[config.mk]
export PLATFORM = sky130hd
export DESIGN_NAME = qed_mem_reader
export DESIGN_NICKNAME = d
export VERILOG_FILES = /design/src/rtl/qed_pkg.sv /design/src/rtl/qed_skid_fifo.sv /design/src/rtl/qed_mem_reader.sv
export SDC_FILE = /design/constraint.sdc
export NUM_CORES = 1
export LEC_CHECK = 0
export BUFFER_PORTS_ARGS = -buffer_cell sky130_fd_sc_hd__buf_4
export CORE_MARGIN = 1.5
export CORE_UTILIZATION = 53
export CTS_BUF_LIST = sky130_fd_sc_hd__clkbuf_4
export DETAILED_ROUTE_END_ITERATION = 8
export PLACE_DENSITY = 0.83
export SKIP_CTS_REPAIR_TIMING = 1
export SLEW_MARGIN = 10
export SYNTH_ARGS = -nofsm -noshare
export SYNTH_HDL_FRONTEND = slang
export SYNTH_SLANG_ARGS = --single-unit
[constraint.sdc]
create_clock -name clk_i -period 2.75 [get_ports clk_i]
set_input_delay 0.4125 -clock clk_i [delete_from_list [all_inputs] [get_ports clk_i]]
set_output_delay 0.4125 -clock clk_i [all_outputs]
set_load 0.02 [all_outputs]
[src/rtl/qed_pkg.sv]
// Shared definitions for the QED instruction-buffer writer and reader.
// Address layout constants must match on both sides of the buffer.
package qed_pkg;

  typedef enum logic [1:0] {
    IDLE  = 2'd0,
    FETCH = 2'd1,
    DRAIN = 2'd2
  } qed_state_e;

  localparam logic [31:0] QED_FIRST_ADDR = 32'h4;
  localparam logic [31:0] QED_WORD_STEP  = 32'h4;

endpackage

[src/rtl/qed_skid_fifo.sv]
// Two-entry skid FIFO; head word comes straight from storage flops.
// Flush empties the FIFO and takes priority over push/pop.
module qed_skid_fifo #(
  parameter int unsigned DATA_W = 32
) (
  input  logic              clk_i,
  input  logic              rst_ni,
  input  logic              push_i,
  input  logic              pop_i,
  input  logic              flush_i,
  input  logic [DATA_W-1:0] data_i,
  output logic [DATA_W-1:0] data_o,
  output logic [1:0]        count_o,
  output logic              full_o,
  output logic              empty_o
);

  logic [DATA_W-1:0] mem_q [2];
  logic              wr_ptr_q;
  logic              rd_ptr_q;
  logic [1:0]        cnt_q;
  logic              do_push;
  logic              do_pop;

  assign empty_o = (cnt_q == 2'd0);
  assign full_o  = (cnt_q == 2'd2);
  assign count_o = cnt_q;
  assign data_o  = mem_q[rd_ptr_q];

  assign do_pop  = pop_i && !empty_o;
  assign do_push = push_i && (!full_o || do_pop);

  always_ff @(posedge clk_i or negedge rst_ni) begin
    if (!rst_ni) begin
      mem_q[0] <= '0;
      mem_q[1] <= '0;
      wr_ptr_q <= 1'b0;
      rd_ptr_q <= 1'b0;
      cnt_q    <= 2'd0;
    end else if (flush_i) begin
      wr_ptr_q <= 1'b0;
      rd_ptr_q <= 1'b0;
      cnt_q    <= 2'd0;
    end else begin
      if (do_push) begin
        mem_q[wr_ptr_q] <= data_i;
        wr_ptr_q        <= ~wr_ptr_q;
      end
      if (do_pop) begin
        rd_ptr_q <= ~rd_ptr_q;
      end
      cnt_q <= cnt_q + 2'(do_push) - 2'(do_pop);
    end
  end

endmodule

[src/rtl/qed_mem_reader.sv]
// Streams committed QED instruction words back out of the buffer memory
// as a valid/ready stream, tracking the writer's address for occupancy.
module qed_mem_reader
  import qed_pkg::*;
#(
  parameter int unsigned       ADDR_W     = 32,
  parameter int unsigned       DATA_W     = 32,
  parameter logic [ADDR_W-1:0] FIRST_ADDR = ADDR_W'(QED_FIRST_ADDR),
  parameter int unsigned       STEP       = 4
) (
  input  logic              clk_i,
  input  logic              rst_ni,
  input  logic              start_i,
  input  logic              stop_i,
  input  logic [ADDR_W-1:0] wr_addr_i,
  input  logic              wr_en_i,
  output logic              mem_rd_en_o,
  output logic [ADDR_W-1:0] mem_rd_addr_o,
  input  logic [DATA_W-1:0] mem_rd_data_i,
  output logic              instr_vld_o,
  output logic [DATA_W-1:0] instr_o,
  input  logic              instr_rdy_i,
  output logic              busy_o,
  output logic [15:0]       rd_count_o
);

  qed_state_e        state_q;
  qed_state_e        state_d;
  logic [ADDR_W-1:0] rd_addr_q;
  logic [ADDR_W-1:0] lim_q;
  logic [ADDR_W-1:0] lim_c_q;
  logic              lim_vld_q;
  logic              lim_cv_q;
  logic              inflight_q;
  logic [15:0]       cnt_q;

  logic              avail;
  logic              slots_ok;
  logic              pop;
  logic              push;
  logic              drained;
  logic [1:0]        fifo_cnt;
  logic              fifo_full;
  logic              fifo_empty;

  // lim_c trails lim by a cycle: the memory commits the write on that edge
  assign avail = lim_cv_q &&
                 (rd_addr_q != lim_c_q + ADDR_W'(STEP));

  assign pop      = instr_vld_o && instr_rdy_i;
  assign push     = inflight_q && !start_i;
  assign slots_ok = pop ||
                    (!fifo_full && !(inflight_q && !fifo_empty));
  assign drained  = !inflight_q &&
                    (fifo_empty || (fifo_cnt == 2'd1 && pop));

  assign instr_vld_o   = !fifo_empty;
  assign mem_rd_addr_o = rd_addr_q;
  assign rd_count_o    = cnt_q;

  always_ff @(posedge clk_i or negedge rst_ni) begin
    if (!rst_ni) begin
      state_q <= IDLE;
    end else begin
      state_q <= state_d;
    end
  end

  always_comb begin
    state_d = state_q;
    if (start_i) begin
      state_d = FETCH;
    end else begin
      unique case (state_q)
        FETCH:   if (stop_i) state_d = DRAIN;
        DRAIN:   if (drained) state_d = IDLE;
        default: state_d = state_q;
      endcase
    end
  end

  always_comb begin
    mem_rd_en_o = 1'b0;
    busy_o      = (state_q != IDLE);
    unique case (state_q)
      FETCH:   mem_rd_en_o = avail && slots_ok &&
                             !stop_i && !start_i;
      default: mem_rd_en_o = 1'b0;
    endcase
  end

  always_ff @(posedge clk_i or negedge rst_ni) begin
    if (!rst_ni) begin
      rd_addr_q  <= FIRST_ADDR;
      lim_q      <= '0;
      lim_c_q    <= '0;
      lim_vld_q  <= 1'b0;
      lim_cv_q   <= 1'b0;
      inflight_q <= 1'b0;
      cnt_q      <= '0;
    end else begin
      if (wr_en_i) begin
        lim_q     <= wr_addr_i;
        lim_vld_q <= 1'b1;
      end
      lim_c_q    <= lim_q;
      lim_cv_q   <= lim_vld_q;
      inflight_q <= mem_rd_en_o;
      if (start_i) begin
        rd_addr_q <= FIRST_ADDR;
        cnt_q     <= '0;
      end else begin
        if (mem_rd_en_o) rd_addr_q <= rd_addr_q + ADDR_W'(STEP);
        if (pop)         cnt_q     <= cnt_q + 16'd1;
      end
    end
  end

  qed_skid_fifo #(
    .DATA_W (DATA_W)
  ) u_fifo (
    .clk_i   (clk_i),
    .rst_ni  (rst_ni),
    .push_i  (push),
    .pop_i   (pop),
    .flush_i (start_i),
    .data_i  (mem_rd_data_i),
    .data_o  (instr_o),
    .count_o (fifo_cnt),
    .full_o  (fifo_full),
    .empty_o (fifo_empty)
  );

endmodule

# Word-level counts from Yosys, hierarchy flattened

Cells that the tools add are included.

Register bits: 185
Bits in latches: 0
Memory bits (writable): 0
ROM bits: 0
Bits of input ports: 70
Memories kept: 0

$add $sub $neg: 5
Multiply operators: 0
Divide/modulo/power cells: 0
$lt $le $gt $ge: 3
Equality and inequality tests: 7
Shift operators: 0
Muxes and demuxes: 20
Bitwise operators: 5
Reduce and logical (&&, ||, !) cells: 31

Operators by type and width:

| cell                    | number |
|---|---|
| $mux W32                | 6 |
| $add A32 B3 Y32 const B | 2 |
| $bwmux W64              | 1 |
| $demux W32 S1           | 1 |
| $mux W16                | 2 |
| $ne A32 B32 Y1          | 1 |
| $add A16 B1 Y16 const B | 1 |
| $logic_and A1 B1 Y1     | 13 |
| $reduce_bool A2 Y1      | 5 |
| $mux W2                 | 4 |
| $logic_not A1 Y1        | 6 |
| $ne A3 B3 Y1 const B    | 2 |
| $mux W1                 | 5 |
| $eq A2 B1 Y1 const B    | 2 |
| $eq A2 B2 Y1 const B    | 2 |
| $ge A2 B2 Y1 const B    | 2 |
| $not A1 Y2              | 2 |
| $pmux W2 S2             | 1 |
| $logic_or A1 B1 Y1      | 3 |
| $not A1 Y1              | 3 |
| $reduce_and A3 Y1       | 1 |
| $reduce_bool A3 Y1      | 1 |
| $add A2 B1 Y2           | 1 |
| $logic_not A2 Y1        | 1 |
| other kinds (3)         | 3 |

# Logic depth before layout (Yosys ltp)

Word-level depth: 12
Depth in mapped cells: 11

# Hierarchy

A second synthesis with hierarchy kept.

Cell total of the unflattened synthesis: 738
Area total of the unflattened synthesis: 8933.6 µm²

By module, submodules not included:

| module         | instances | cells each | area an instance (µm²) | sequential area each (µm²) |
|---|---|---|---|---|
| qed_mem_reader | 1         | 540        | 5783.0                 | 2879.0 |
| qed_skid_fifo  | 1         | 198        | 3150.5                 | 1701.6 |

# Least setup slack after synthesis

Ideal clock, no wire load.

Path kind: register -> register
Start: register lim_c_q[2]
End: register rd_addr_q[3], in the netlist mem_rd_addr_o[3]
Library setup time: 0.125 ns
Arrival time: 2.757 ns
Data required time: 2.625 ns
Path slack: -0.132 ns
Cell stages (with the launch flop): 11
Buffers on the path: 1
Path through: dfrtp_1 -> ha_1 -> nand3_2 -> nor3_2 -> and4_1 -> o22ai_1 -> or4_4 -> nor4_4 -> buf_6 -> nor2_2 -> mux2_4

Word-level cells in the longest chain between the ends: 8

Ends and longest elaborated chain:

| element                             | RTL line              | text |
|---|---|---|
| start, declared                     | qed_mem_reader.sv:31  | `logic [ADDR_W-1:0] lim_c_q;` |
| start signal, assigned              | qed_mem_reader.sv:106 | `lim_c_q <= lim_q;` |
| $add A32 B3 Y32                     | qed_mem_reader.sv:48  | `(rd_addr_q != lim_c_q + ADDR_W'(STEP));` |
| $ne A32 B32 Y1                      | qed_mem_reader.sv:48  |  |
| $logic_and A1 B1 Y1                 | qed_mem_reader.sv:47  | `assign avail = lim_cv_q &&` |
| $logic_and A1 B1 Y1 (2 in series)   | qed_mem_reader.sv:86  | `FETCH: mem_rd_en_o = avail && slots_ok &&` |
| $logic_and A1 B1 Y1                 | qed_mem_reader.sv:87  | `!stop_i && !start_i;` |
| $mux W1                             | qed_mem_reader.sv:85  | `unique case (state_q)` |
| net mem_rd_en_o                     | qed_mem_reader.sv:17  | `output logic mem_rd_en_o,` |
| $reduce_bool A2 Y1 (no source line) | -                     |  |
| end signal, assigned                | qed_mem_reader.sv:113 | `if (mem_rd_en_o) rd_addr_q <= rd_addr_q + ADDR_W'(STEP);` |
| end, declared                       | qed_mem_reader.sv:29  | `logic [ADDR_W-1:0] rd_addr_q;` |

The timed path passes the listed nets, and every way through them passes these cells.
A chain may end at the register's enable or synchronous reset.

# Worst setup path after layout

Start: register lim_c_q[2]
End: output port mem_rd_en_o

Word-level cells in the longest chain between the ends: 7

Ends and longest elaborated chain:

| element                           | RTL line |
|---|---|
| $add A32 B3 Y32                   | qed_mem_reader.sv:48 |
| $ne A32 B32 Y1                    | qed_mem_reader.sv:48 |
| $logic_and A1 B1 Y1               | qed_mem_reader.sv:47 |
| $logic_and A1 B1 Y1 (2 in series) | qed_mem_reader.sv:86 |
| $logic_and A1 B1 Y1               | qed_mem_reader.sv:87 |
| $mux W1                           | qed_mem_reader.sv:85 |
| end, declared                     | qed_mem_reader.sv:17 |

Every way passes these cells.

==> out/metrics.yaml <==
htree_levels: 4
multi_input_area_sq_mm: 0.00417
slowest_stage: "dfrtp_1"
synth-xor-area-share_pct: 4.65
path_delay_family: "simple AND/OR/NAND/NOR gates"
layout_setup_ws_ns: -0.735
rows: 47
crit_cells: 9
synth-async-reset-ratio_pct: 100
synthSimpleGateAreaFrac_pct: 15.4
grt_pass1_wl_um: 35700
drt_iter0_markers: 405
start_util_pct: 53.7
ios: 153
relSlewSlack_pct: 58.0
status: "finished with violations"
antenna_found_initial: 0
yosysWarnings: 0
drc_errors: 0
synthAdderAreaFrac_pct: 0.707
max_stage_delay_ns: 0.46
post-synth-top-area-cell: "dfrtp_1"
track_usage_pct: 25.7
power_density_mw_per_mm2: 696
period_share_pct: 127
syn_area_sq_mm: 0.00884
via_count: 6968
fin_util_pct: 69.6
drtPass1Iterations: 5
crit_path_max_fanout: 6
layout_common_cells: "buf_4, dfrtp_1, mux2_2"
fillCellCount: 1216
skew_ns: 0.0289
cts-buffers-inserted: 17
critPathLaunchType: "flip-flop"
syn_to_final_growth_pct: 29.5
drive_above_1_share_pct: 45.8
violations: "negative setup slack"
ff2ff_path_depth: 13
postRouteAntennaNets: 0
clockRootBuffer: "clkbuf_4"
clockBufferDepth: 2
synth-compound-area-share_pct: 6.71
period_minus_slack_ns: 3.48
cts_tree: "done"
ys.flop_type: "dfrtp_1"
whs_path_depth: 2
setup_violations: 30
cts_sinks: 183
totalWireLength_um: 22400
end_kind: "output port"
synthMuxAreaShare_pct: 18.0
post_drt_wl_per_cell_um: 18.4
ir_drop_uv: 690
seq_area_frac_synth_pct: 51.8
synth_top_area_share_pct: 51.5
core_sq_mm: 0.0165
hold_viol: 0
ff_latch_area_sq_mm: 0.00458
final_cells: 1222
fin_nets: 1064
tightest_slew_ns: 0.631
cp_num_buf_inv: 1
finalPower_w: 0.00797
grt_max_degree: 66
synth_cell_type_count: 66
synth_top_family_by_area: "multiplexers"
clk_pin_slew_worst_paths_ns: 0.18
max_freq_mhz: 287
dieArea_sq_mm: 0.0175
cp.required_ns: 2.34
grt_overflow: 0
synth_seq_cells: 183
crit_type: "reg2out"
io_buffers: 150
p_leak_nw: 5.25
arrival_ns: 3.07
hpwl_um: 16000
mostFrequentLayoutCell: "buf_4"
worstPathCellList: "ha_4, nand3_4, nor3_4, and4_1, o22ai_1, or4_4, nor4_4, nor2_2, buf_6"
worstSkewPairLatency_ns: 0.58
dieHeight_um: 132
routed_via_density: 5.70
hp-class: "in2reg"
syn_area_per_cell_sq_um: 11.8
place_congestion: 0.890
rsz0062_at_grt: "true"
maxCapViolCount: 0
grt_pass1_vias: 7005
n_antenna_cell: 0
synth_area_leaders: "dfrtp_1, mux2_2, xor2_1"
synthCells: 752
synth_enable_flop_cells: 0
dp_cells: 1174
drv_slew: 0
die_w_um: 132
==> worst paths after layout <==
path	start	endpoint	slack, ns
min in group asynchronous	rst_ni	u_fifo.mem_q[6]	0.38
setup reg to reg	lim_c_q[2]	mem_rd_addr_o[13]	-0.34
max in group asynchronous	rst_ni	lim_q[2]	1.59
hold / removal	wr_addr_i[9]	lim_q[9]	0.04
setup / recovery	lim_c_q[2]	mem_rd_en_o	-0.73
hold reg to reg	lim_q[4]	lim_c_q[4]	0.37
==> layer usage <==
layer | vias to the layer above | part of all wire [%] | GRT usage [%]
met5 | - | 0 | 0
met2 | 230 | 49 | 41.0
met1 | 3454 | 43 | 34.2
li1 | 3241 | - | -
met4 | 0 | 2.6 | 9.58
met3 | 43 | 5.7 | 6.54
==> sequential cells by signal, indices dropped and copies added, names as in the netlist, 2 cells and up <==
signal and count:
state_q 2, lim_q 32, rd_count_o 16, u_fifo.count_o 2, lim_c_q 32, mem_rd_addr_o 30
u_fifo.mem_q 64
==> synth_stat cells (3+ instances only) <==
master    count
mux2_2      130
and2_1        7
nor2_1       44
clkbuf_1     24
a21oi_1      25
nor3_1       14
o21a_1        4
o22ai_1       3
mux2_4        6
xnor2_1      18
nand4b_1      3
o21ai_0       6
and3_1       13
nor4_1       11
o31a_1        3
or4_1        20
or2_2         5
ha_1          5
inv_1        14
buf_2         3
o31ai_1      18
a21boi_0      3
xor2_1       29
and4_1        9
nand2_1      32
nand4_1      23
mux2i_1       4
buf_1         5
nand3_1      27
dfrtp_1     182
buf_6         4
nand2b_1      3
nor2b_1       7
a31oi_1       5
==> cells by family (layout without fill, tap and decap cells) <==
| kind of cell | after synthesis | in the layout |
|---|---|---|
| compound gates | 87 | 87 |
| buf+inv | 53 | 302 |
| xor+xnor | 47 | 47 |
| fa+ha+maj | 5 | 5 |
| mux | 140 | 140 |
| other cells | 1 | 2 |
| simple gates | 236 | 236 |
| flops | 183 | 183 |
==> per-stage QoR <==
stage	TNS (ns)	worst slack [ns]	hold WS (ns)	area (sq um)
2_1_floorplan	0	0.0124	0.117	8860
3_3_place_gp	-4.60	-0.205	0.353	10800
3_5_place_dp	-5.53	-0.222	0.361	10800
4_1_cts	-9.42	-0.906	-0.210	11100
5_1_grt	-11.79	-0.907	0.00831	11500
6_report	-7.92	-0.735	0.0444	11500
==> cell type report <==
type / instances / area share, %
clock buffers: 17 / 1.11
clock inverters: 15 / 2.00
inverters: 15 / 0.492
multi-input cells: 517 / 36.4
flip-flops and latches: 183 / 40.0
well taps: 220 / 2.40
repair buffers: 255 / 17.6
==> power by group <==
| part | total, W | switching (W) | internal, W |
|---|---|---|---|
| registers | 0.00352 | 0.000300 | 0.00322 |
| clock network | 0.00177 | 0.00108 | 0.000695 |
| logic | 0.00268 | 0.00129 | 0.00139 |
| total | 0.00797 | 0.00267 | 0.00530 |
(Power assumes the default switching activity.)
